===== config.mk =====
export PLATFORM = sky130hd
export DESIGN_NAME = islip_arbiter
export DESIGN_NICKNAME = d
export VERILOG_FILES = /design/src/rtl/islip_pkg.sv /design/src/rtl/islip_arbiter_rr_arb4.sv /design/src/rtl/islip_arbiter.sv
export SDC_FILE = /design/constraint.sdc
export NUM_CORES = 1
export LEC_CHECK = 0
export CORE_ASPECT_RATIO = 0.9
export CORE_MARGIN = 2
export CORE_UTILIZATION = 45
export CTS_CLUSTER_DIAMETER = 30
export CTS_CLUSTER_SIZE = 10
export DETAILED_ROUTE_END_ITERATION = 7
export GPL_ROUTABILITY_DRIVEN = 0
export PLACE_DENSITY_LB_ADDON = 0.12
export SLEW_MARGIN = 20
export SYNTH_ARGS = -nofsm -noshare
export SYNTH_HDL_FRONTEND = slang
export SYNTH_HIERARCHICAL = 1
export SYNTH_SLANG_ARGS = --single-unit

===== constraint.sdc =====
create_clock -name clk -period 3.4 [get_ports clk]
set_input_delay 0.51 -clock clk [delete_from_list [all_inputs] [get_ports clk]]
set_output_delay 0.51 -clock clk [all_outputs]
set_load 0.05 [all_outputs]

===== src/rtl/islip_pkg.sv =====
// Shared types and constants for the 4x4 single-iteration iSLIP scheduler.
package islip_pkg;

    localparam int unsigned PORT_NUM = 4;

    localparam logic [3:0] ARB_STATE_IDLE = 4'd1;
    localparam logic [3:0] ARB_STATE_GRNT = 4'd2;
    localparam logic [3:0] ARB_STATE_ACPT = 4'd4;
    localparam logic [3:0] ARB_STATE_WAIT = 4'd8;

    typedef logic [PORT_NUM-1:0] port_vec_t;
    typedef port_vec_t port_arr_t [PORT_NUM];

    function automatic logic [1:0] oh2idx(input port_vec_t oh);
        logic [1:0] idx;
        idx = '0;
        for (int k = 0; k < int'(PORT_NUM); k++) begin
            if (oh[k]) idx = 2'(k);
        end
        return idx;
    endfunction

endpackage


===== src/rtl/islip_arbiter_rr_arb4.sv =====
// 4-way round-robin picker: one-hot grant to the first request at or after ptr_i.
module rr_arb4 (
    input  logic [3:0] req_i,
    input  logic [1:0] ptr_i,
    output logic [3:0] gnt_o
);

    logic       found;
    logic [1:0] idx;

    always_comb begin
        gnt_o = '0;
        found = 1'b0;
        idx   = '0;
        for (int k = 0; k < 4; k++) begin
            idx = ptr_i + 2'(k);
            if (!found && req_i[idx]) begin
                gnt_o[idx] = 1'b1;
                found      = 1'b1;
            end
        end
    end

endmodule


===== src/rtl/islip_arbiter.sv =====
// Single-iteration iSLIP scheduler, 4x4, with valid/ready on both sides.
// Optional feature: ISLIP_TX_RDY_MASK_EN masks outputs whose tx_rdy_vect bit is low.
module islip_arbiter
    import islip_pkg::*;
(
    input  logic       clk,
    input  logic       rst,
    input  logic       arb_valid_in,
    input  logic [3:0] rx_req_vect [PORT_NUM],
    input  logic [3:0] tx_rdy_vect,
    input  logic       arb_ready_out,
    output logic       arb_ready_in,
    output logic       arb_valid_out,
    output logic [3:0] arb_vect [PORT_NUM]
);

    logic [3:0] state_q, state_d;
    port_arr_t  req_q;
    port_arr_t  grant_q;        // indexed by output: one-hot granted input
    port_arr_t  vect_q, vect_d;
    logic [1:0] g_q [PORT_NUM];
    logic [1:0] g_d [PORT_NUM];
    logic [1:0] a_q [PORT_NUM];
    logic [1:0] a_d [PORT_NUM];

    port_vec_t  elig;
    port_arr_t  gnt_req, gnt_oh, acc_req, acc_oh;
    logic [1:0] acc_idx;

`ifdef ISLIP_TX_RDY_MASK_EN
    assign elig = tx_rdy_vect;
`else
    logic unused_tx_rdy;
    assign unused_tx_rdy = ^tx_rdy_vect;
    assign elig = 4'hF;
`endif

    // Transpose the request matrix for the grant side and the grants for the accept side.
    always_comb begin
        for (int j = 0; j < int'(PORT_NUM); j++) begin
            for (int i = 0; i < int'(PORT_NUM); i++) begin
                gnt_req[j][i] = req_q[i][j] & elig[j];
                acc_req[i][j] = grant_q[j][i];
            end
        end
    end

    for (genvar k = 0; k < PORT_NUM; k++) begin : g_arb
        rr_arb4 u_grant (
            .req_i (gnt_req[k]),
            .ptr_i (g_q[k]),
            .gnt_o (gnt_oh[k])
        );
        rr_arb4 u_accept (
            .req_i (acc_req[k]),
            .ptr_i (a_q[k]),
            .gnt_o (acc_oh[k])
        );
    end

    always_comb begin
        state_d = state_q;
        unique case (state_q)
            ARB_STATE_IDLE: if (arb_valid_in) state_d = ARB_STATE_GRNT;
            ARB_STATE_GRNT: state_d = ARB_STATE_ACPT;
            ARB_STATE_ACPT: state_d = ARB_STATE_WAIT;
            ARB_STATE_WAIT: if (arb_ready_out) state_d = ARB_STATE_IDLE;
            default:        state_d = ARB_STATE_IDLE;
        endcase
    end

    // Pointers move only for accepted grants.
    always_comb begin
        g_d     = g_q;
        a_d     = a_q;
        vect_d  = vect_q;
        acc_idx = '0;
        if (state_q == ARB_STATE_ACPT) begin
            for (int i = 0; i < int'(PORT_NUM); i++) begin
                vect_d[i] = acc_oh[i];
                if (|acc_oh[i]) begin
                    acc_idx      = oh2idx(acc_oh[i]);
                    a_d[i]       = acc_idx + 2'd1;
                    g_d[acc_idx] = 2'(i + 1);
                end
            end
        end
    end

    always_ff @(posedge clk or posedge rst) begin
        if (rst) begin
            state_q <= ARB_STATE_IDLE;
            for (int k = 0; k < int'(PORT_NUM); k++) begin
                req_q[k]   <= '0;
                grant_q[k] <= '0;
                vect_q[k]  <= '0;
                g_q[k]     <= '0;
                a_q[k]     <= '0;
            end
        end else begin
            state_q <= state_d;
            if (state_q == ARB_STATE_IDLE && arb_valid_in) req_q <= rx_req_vect;
            if (state_q == ARB_STATE_GRNT) grant_q <= gnt_oh;
            vect_q <= vect_d;
            g_q    <= g_d;
            a_q    <= a_d;
        end
    end

    assign arb_ready_in  = (state_q == ARB_STATE_IDLE) & ~rst;
    assign arb_valid_out = (state_q == ARB_STATE_WAIT);
    assign arb_vect      = vect_q;

endmodule


## After elaboration in Yosys (flattened, before gate mapping)

Cells that the tools add are included.

- Flip-flop bits (word level): 68
- Input port bits: 24
- Output and inout port bits: 18
- Logic and storage cells: 482

- Add/subtract/negate cells: 28
- Order comparisons: 72
- Equality and inequality tests: 6
- Muxes and demuxes: 222
- Bitwise logic cells: 39
- Reduce and logical (&&, ||, !) cells: 94

Operators with widths:

| kind | number |
|---|---|
| $mux 4 | 34 |
| $or 4x4->4 | 26 |
| $lt 2x3->1 const B | 32 |
| $mux 1 | 92 |
| $bmux 1 s2 | 32 |
| $demux 1 s2 | 32 |
| $ge 2x1->1 const B | 32 |
| $logic_and 1x1->1 | 61 |
| $mux 8 | 7 |
| $mux 2 | 20 |
| $add 2x2->2 const B | 16 |
| $add 2x1->2 const B | 12 |
| $logic_not 1->1 | 24 |
| $demux 2 s2 | 4 |
| $pmux 4 s4 | 1 |
| $reduce_or 4->1 | 4 |
| $ge 3x3->1 const B | 4 |
| $lt 3x1->1 const B | 4 |
| $not 2->3 | 4 |
| $reduce_and 2->1 | 5 |
| $and 4x4->4 | 2 |
| $and 8x8->8 | 1 |
| $not 4->4 | 2 |
| $not 8->8 | 1 |
| other kinds (8) | 9 |

## Longest topological paths before layout

Gate-level depths: netlist of run 1.

- Word-level depth: 34
- Mapped depth: 10

## Modules after synthesis

Netlist of run 1, hierarchy kept.

By module, submodules not included:

| module | times used | cells an instance | area each (um^2) |
|---|---|---|---|
| islip_arbiter | 1 | 252 | 2926.6 |
| rr_arb4 | 8 | 36 | 337.8 |

## Least setup slack after synthesis of run 1

OpenSTA, ideal clock, no wires.

- Path type: register to register
- Start point: register a_q[0] (netlist name)
- End point: register g_q[6] (netlist name)
- Setup time: 0.121 ns
- Arrival time: 2.797 ns
- Required time: 3.279 ns
- Setup slack: 0.482 ns
- Cell stages (with the launch flop): 10
- Path buffers: 0
- Period minus slack after synthesis: 2.918 ns
- Path through: dfrtp_1 inv_1 ha_1 mux4_2 nor4b_4 nand2_1 o211ai_1 or4b_2 a21boi_0 o22a_1

RTL lines:

| element | line | text |
|---|---|---|
| from (decl) | islip_arbiter.sv:23 | `logic [1:0] a_q [PORT_NUM];` |
| from (signal, indexed assignment) | islip_arbiter.sv:98 | `a_q[k] <= '0;` |
| from (signal assigned) | islip_arbiter.sv:106 | `a_q <= a_d;` |
| to (signal assigned) | islip_arbiter.sv:105 | `g_q <= g_d;` |
| to (decl) | islip_arbiter.sv:21 | `logic [1:0] g_q [PORT_NUM];` |

==> flow_summary.yaml, run 1 <==
hold_path:
  min-delay-start: "arb_vect[15]$_DFFE_PP0P_"
  hold_depth: 2
  whs_endpoint: "arb_vect[15]$_DFFE_PP0P_"
  worstHoldPathType: "register to register"
die:
  die_w_um: 122
  die_h_um: 110
  start_util: 0.464
  ios: 42
  std_cell_rows: 38
  die-area_um2: 13400
  core_um2: 12100
synthesis:
  syn_area_per_cell_um2: 10.4
  syn-num-nets: 612
  yosysSeqAreaShare: 0.303
  netlist_instances: 540
  synth_ff_type: "dfrtp_1"
  synth_area_um2: 5630
  synthArstFlopShare: 1.00
  synth_cell_types: 38
  synth_warnings: 6
  synth-edff-count: 0
  yosys_register_bits: 68
worst_setup_path:
  cp-end-kind: "register"
  crit_fanout: 9
  r2r_start: "a_q[0]$_DFFE_PP0P_"
  rr_worst_depth: 9
  worst_ep_required_time_ns: 3.63
  rr_endpoint: "g_q[6]$_DFFE_PP0P_"
  rrSetupSlack_ns: 0.21
  crit_type: "register to register"
  worstSetupStartpointType: "register"
  crit_arrival_ns: 3.42
placement:
  io_buffer_count: 37
  hpwl_mm: 8.71
sta:
  tns_ns: 0
  fin_crit_sh: 0.939
  drv_slew: 0
  fmax_mhz: 313
  finalSetupViolCount: 0
  hold_viol: 0
  rsz0062_at_grt: "false"
  worstMarginPinSlew_ns: 0.729
  period_minus_slack_ns: 3.19
  relSlewSlack: 0.514
  skew_ns: 0.0119
clock_tree:
  hold_buffers: 0
  clk_latency_ns: 0.34
  path_clk_slew_ns: 0.06
  cts.sinks: 68
  cts_tree: "done"
  cts_root_buf: "clkbuf_16"
  h-tree-depth: 3
  cts_setup_buffers: 0
  cts_resized: 0
  clockBufferDepth: 2
  cts_made_buffers: 9
cells_and_area:
  diodes: 0
  fin_nets: 653
  layout_common_cells: "nand2_1 (78), dfrtp_1 (67), inv_1 (57), ha_1 (48), a21oi_1 (42)"
  utilization: 0.530
  area_growth_pct: 14.2
  layout_commonest_cell: "nand2_1"
  drive_above_1_share: 0.225
grt:
  grt_usage: 0.186
  overflow: 0
  grt_pass1_wl_mm: 19.7
  grt_pass1_vias: 4068
  grt_max_degree: 37
  antenna_found_initial: 0
job:
  drv_cap: 0
routing:
  first_pass_iters: 5
  wl_mm: 11.6
  drt_iter0_drc: 297
  vias: 4168
  viasPerCell: 5.59
  drc: 0
  wl_per_cell_um: 15.5
  drtAntennaViolNets: 0
status:
  outcome: "finished, final reports clean"
routing by layer:
| metal | track usage | up-vias | wire (um) |
|---|---|---|---|
| met5 | 0 | - | 0 |
| met4 | 0.0591 | 0 | 180 |
| met3 | 0.0391 | 15 | 466 |
| met2 | 0.302 | 101 | 5410 |
| met1 | 0.252 | 2015 | 5530 |
| li1 | - | 2037 | - |
worst max-delay path, stage by stage, from the launching register on:
cell,delay (ns)
dfrtp_1,0.54
inv_1,0.14
ha_1,0.34
mux4_2,0.39
nor4b_4,0.36
nand2_1,0.10
o211ai_1,0.16
or4b_2,0.69
a21boi_0,0.17
o22a_1,0.20
final cells by class:
cell class,count,area (um^2)
fill,1102,5690
multi-input combinational,392,3550
sequential,68,1700
timing repair buffer,52,483
clock buffer,12,256
inverter,58,218
tap,160,200
clock inverter,4,23.8
Yosys cell counts, types with 3 or more instances:
library cell	number	area, um^2
ha_1	48	601
nor4b_4	8	190
nand2_1	78	293
clkbuf_1	11	41.3
nand2b_1	5	31.3
o21ai_0	14	70.1
o31ai_1	5	37.5
mux2_2	25	282
mux4_2	16	360
mux2_4	8	120
a21o_2	32	280
nor2_1	28	105
or4b_2	3	30.0
inv_1	58	218
o22a_1	7	61.3
a21oi_1	42	210
dfrtp_1	67	1680
o211ai_1	34	255
nor4b_1	4	35.0
mux4_1	16	420
or3b_2	3	26.3
buf_6	9	101
worst max-delay path by stage:
stage | from | endpoint | slack [ns] | depth (start not counted)
floorplan | a_q[0]$_DFFE_PP0P_ | g_q[6]$_DFFE_PP0P_ | 0.48 | 9
global placement | a_q[0]$_DFFE_PP0P_ | g_q[6]$_DFFE_PP0P_ | 0.30 | 9
detailed placement | a_q[0]$_DFFE_PP0P_ | g_q[6]$_DFFE_PP0P_ | 0.21 | 9
CTS | a_q[0]$_DFFE_PP0P_ | g_q[6]$_DFFE_PP0P_ | 0.21 | 9
global route | a_q[0]$_DFFE_PP0P_ | g_q[6]$_DFFE_PP0P_ | 0.08 | 9
finish | a_q[0]$_DFFE_PP0P_ | g_q[6]$_DFFE_PP0P_ | 0.21 | 9
cell families after synthesis:
family          after synthesis  share of synthesized area
compound gates              141                      0.173
fa+ha+maj                    48                      0.107
buf+inv                      80                     0.0685
flops                        68                      0.303
mux                          65                      0.210
simple gates                138                      0.139
per-stage QoR:
step | hold slack [ns] | worst slack, ns | cells | instance area (um^2)
3_3_place_gp | 0.459 | 0.301 | 730 | 6150
5_1_grt | 0.492 | 0.0844 | 746 | 6430
3_5_place_dp | 0.462 | 0.213 | 730 | 6150
4_1_cts | 0.476 | 0.207 | 746 | 6430
6_report | 0.468 | 0.209 | 746 | 6430
2_1_floorplan | 0.519 | 0.482 | 540 | 5630
state kept, by name, summed over array words and instances, names as in the netlist:
| name | count |
|---|---|
| acc_req | 16 |
| arb_vect | 16 |
| gnt_req | 16 |
| a_q | 8 |
| g_q | 8 |
| state_q | 4 |
Power of run 1 is not shown: default switching activity piles up to over one toggle a cycle in this logic, so the estimate is an artifact.
==> run 2, diff against run 1 <==
--- a/config.mk
+++ b/config.mk
@@ -6,8 +6,8 @@
 export NUM_CORES = 1
 export LEC_CHECK = 0
 export CORE_ASPECT_RATIO = 0.9
-export CORE_MARGIN = 2
-export CORE_UTILIZATION = 45
+export CORE_MARGIN = 5
+export CORE_UTILIZATION = 60
 export CTS_CLUSTER_DIAMETER = 30
 export CTS_CLUSTER_SIZE = 10
 export DETAILED_ROUTE_END_ITERATION = 7
@@ -16,5 +16,4 @@
 export SLEW_MARGIN = 20
 export SYNTH_ARGS = -nofsm -noshare
 export SYNTH_HDL_FRONTEND = slang
-export SYNTH_HIERARCHICAL = 1
 export SYNTH_SLANG_ARGS = --single-unit
==> run 2 against run 1 <==
Compared with the run above: cell area down 2.1%; register-to-register slack worse by 0.06 ns; wire length up 11%; critical path depth up 5; synthesized area down 2.2%; final cell count up 4.3%; hold slack better by 0.042 ns; worst setup slack worse by 0.062 ns; via count up 19%; global-route usage up 4.9 points; first-iteration DRC count up 13%; critical path type unchanged; largest cell class unchanged.
==> flow_summary.yaml, run 2 <==
synthesis:
  synth.area.mux_share: 0.111
  synth-xor-area-share: 0
  synth_ff_type: "dfrtp_1"
  yosys-top-cells-count: "nand2_1 (93), dfrtp_1 (67), nor2_1 (57), ha_1 (53), inv_1 (41)"
  synth-edff-count: 0
  synth_top_family_by_area: "compound AO/OA/AOI/OAI gates"
  yosysTopAreaCell: "dfrtp_1"
  synth_cell_types: 60
  yosys.area_share.adder: 0.120
  syn_area_per_cell_um2: 9.14
  netlist_instances: 602
  syn-num-nets: 679
  yosys_register_bits: 68
  yosysSeqAreaShare: 0.309
  synth_area_um2: 5510
  yosysTopAreaCellShare: 0.305
  synthTopCellsByArea: "dfrtp_1 (30%), ha_1 (12%), mux4_2 (8.6%)"
  synth-compound-area-share: 0.233
  synth_warnings: 0
  synth_most_common_cell: "nand2_1"
  synth-simple-area-share: 0.179
  synthArstFlopShare: 1.00
cells_and_area:
  layout_common_cells: "nand2_1 (93), dfrtp_1 (67), nor2_1 (57), ha_1 (53), inv_1 (40)"
  fin_area_um2: 6300
  fillers: 709
  area_growth_pct: 14.4
  layout_commonest_cell: "nand2_1"
  diodes: 0
  drive_above_1_share: 0.125
  fin_nets: 729
sta:
  fin_crit_sh: 0.957
  period_minus_slack_ns: 3.25
  rsz0062_at_grt: "false"
  finalSetupViolCount: 0
  layout_setup_ws_ns: 0.147
  skew_ns: 0.00656
  whs_ns: 0.510
  drv_slew: 0
  fmax_mhz: 307
  worstMarginPinSlew_ns: 0.849
  hold_viol: 0
  tns_ns: 0
  relSlewSlack: 0.434
die:
  die_h_um: 101
  start_util: 0.609
  ios: 42
  die-area_um2: 11200
  core_um2: 9040
  die_w_um: 111
  std_cell_rows: 33
placement:
  place_area_um2: 6120
  io_buffer_count: 37
  dp_slack_ns: 0.139
  hpwl_mm: 9.67
job:
  drv_cap: 0
routing:
  viasPerCell: 6.35
  first_pass_iters: 5
  drt_iter0_drc: 335
  drtAntennaViolNets: 0
  wl_per_cell_um: 16.6
  drc: 0
  wl_mm: 12.9
  vias: 4943
worst_setup_path:
  crit_arrival_ns: 3.49
  path_buf_inv: 2
  cp-end-kind: "register"
  worstSetupStartpointType: "register"
  max_stage_delay_ns: 0.36
  cp_top_family: "compound AO/OA/AOI/OAI gates"
  critPathSlowestCell: "dfrtp_1"
  crit_fanout: 5
  worst_ep_required_time_ns: 3.64
  path_cells: "inv_1 -> ha_1 -> and3b_1 -> a32oi_1 -> o21ai_1 -> a221oi_2 -> a21boi_0 -> nor2b_1 -> inv_1 -> ha_1 -> nand2_1 -> a41o_1 -> o221ai_1 -> a211oi_1"
  crit_type: "register to register"
grt:
  grt_usage: 0.236
  grt_pass1_wl_mm: 21.8
  antenna_found_initial: 0
  overflow: 0
  grt_max_degree: 69
  grt_pass1_vias: 4684
clock_tree:
  cts_tree: "done"
  cts_setup_buffers: 0
  clk_latency_ns: 0.34
  h-tree-depth: 3
  path_clk_slew_ns: 0.07
  clockBufferDepth: 2
  hold_buffers: 0
  cts.sinks: 68
  cts_root_buf: "clkbuf_8"
  cts_made_buffers: 9
status:
  outcome: "finished, final reports clean"
hold_path:
  worstHoldPathType: "register to register"
run 2: routing by layer:
layer / vias to the layer above / track usage / share of wire
met1: 2383 / 0.316 / 0.46
li1: 2361 / - / -
met3: 19 / 0.0480 / 0.054
met4: 0 / 0.0748 / 0.020
met2: 180 / 0.389 / 0.47
met5: - / 0 / 0
run 2: cell families after synthesis:
family,after synthesis
flops,68
simple gates,214
buf+inv,64
compound gates,170
fa+ha+maj,53
mux,33
run 2: repair_timing:
item / in CTS / in global routing
endpoints found under the hold margin: 0 / 0
resized for setup: 0 / 5
endpoints found under the setup margin: 0 / 9
run 2: per-stage QoR:
step	std cells	utilization
floorplan	602	-
global placement	763	0.677
detailed placement	763	0.677
CTS	778	0.694
global route	778	0.696
finish	778	0.696
run 2: area by class of cell:
class / count / area, um^2 / share of cell area
Multi-Input combinational cell: 470 / 3580 / 0.569
Timing Repair Buffer: 61 / 551 / 0.0874
Clock inverter: 3 / 15.0 / 0.00238
Inverter: 42 / 158 / 0.0250
Tap cell: 122 / 153 / 0.0242
Sequential cell: 68 / 1700 / 0.270
Clock buffer: 12 / 135 / 0.0215
run 2: path summary, 6_finish.rpt:
check                                        start                 endpoint  slack [ns]  cells past startpoint
hold reg to reg            arb_vect[0]$_DFFE_PP0P_  arb_vect[0]$_DFFE_PP0P_        0.51                      1
max in group asynchronous                      rst       a_q[3]$_DFFE_PP0P_        2.06                      3
setup / recovery                a_q[4]$_DFFE_PP0P_       g_q[0]$_DFFE_PP0P_        0.15                     14
min in group asynchronous                      rst  gnt_req[13]$_DFFE_PP0P_        0.79                      3
hold / removal             arb_vect[0]$_DFFE_PP0P_  arb_vect[0]$_DFFE_PP0P_        0.51                      1
setup reg to reg                a_q[4]$_DFFE_PP0P_       g_q[0]$_DFFE_PP0P_        0.15                     14
Power of run 2 is left out for the same reason.
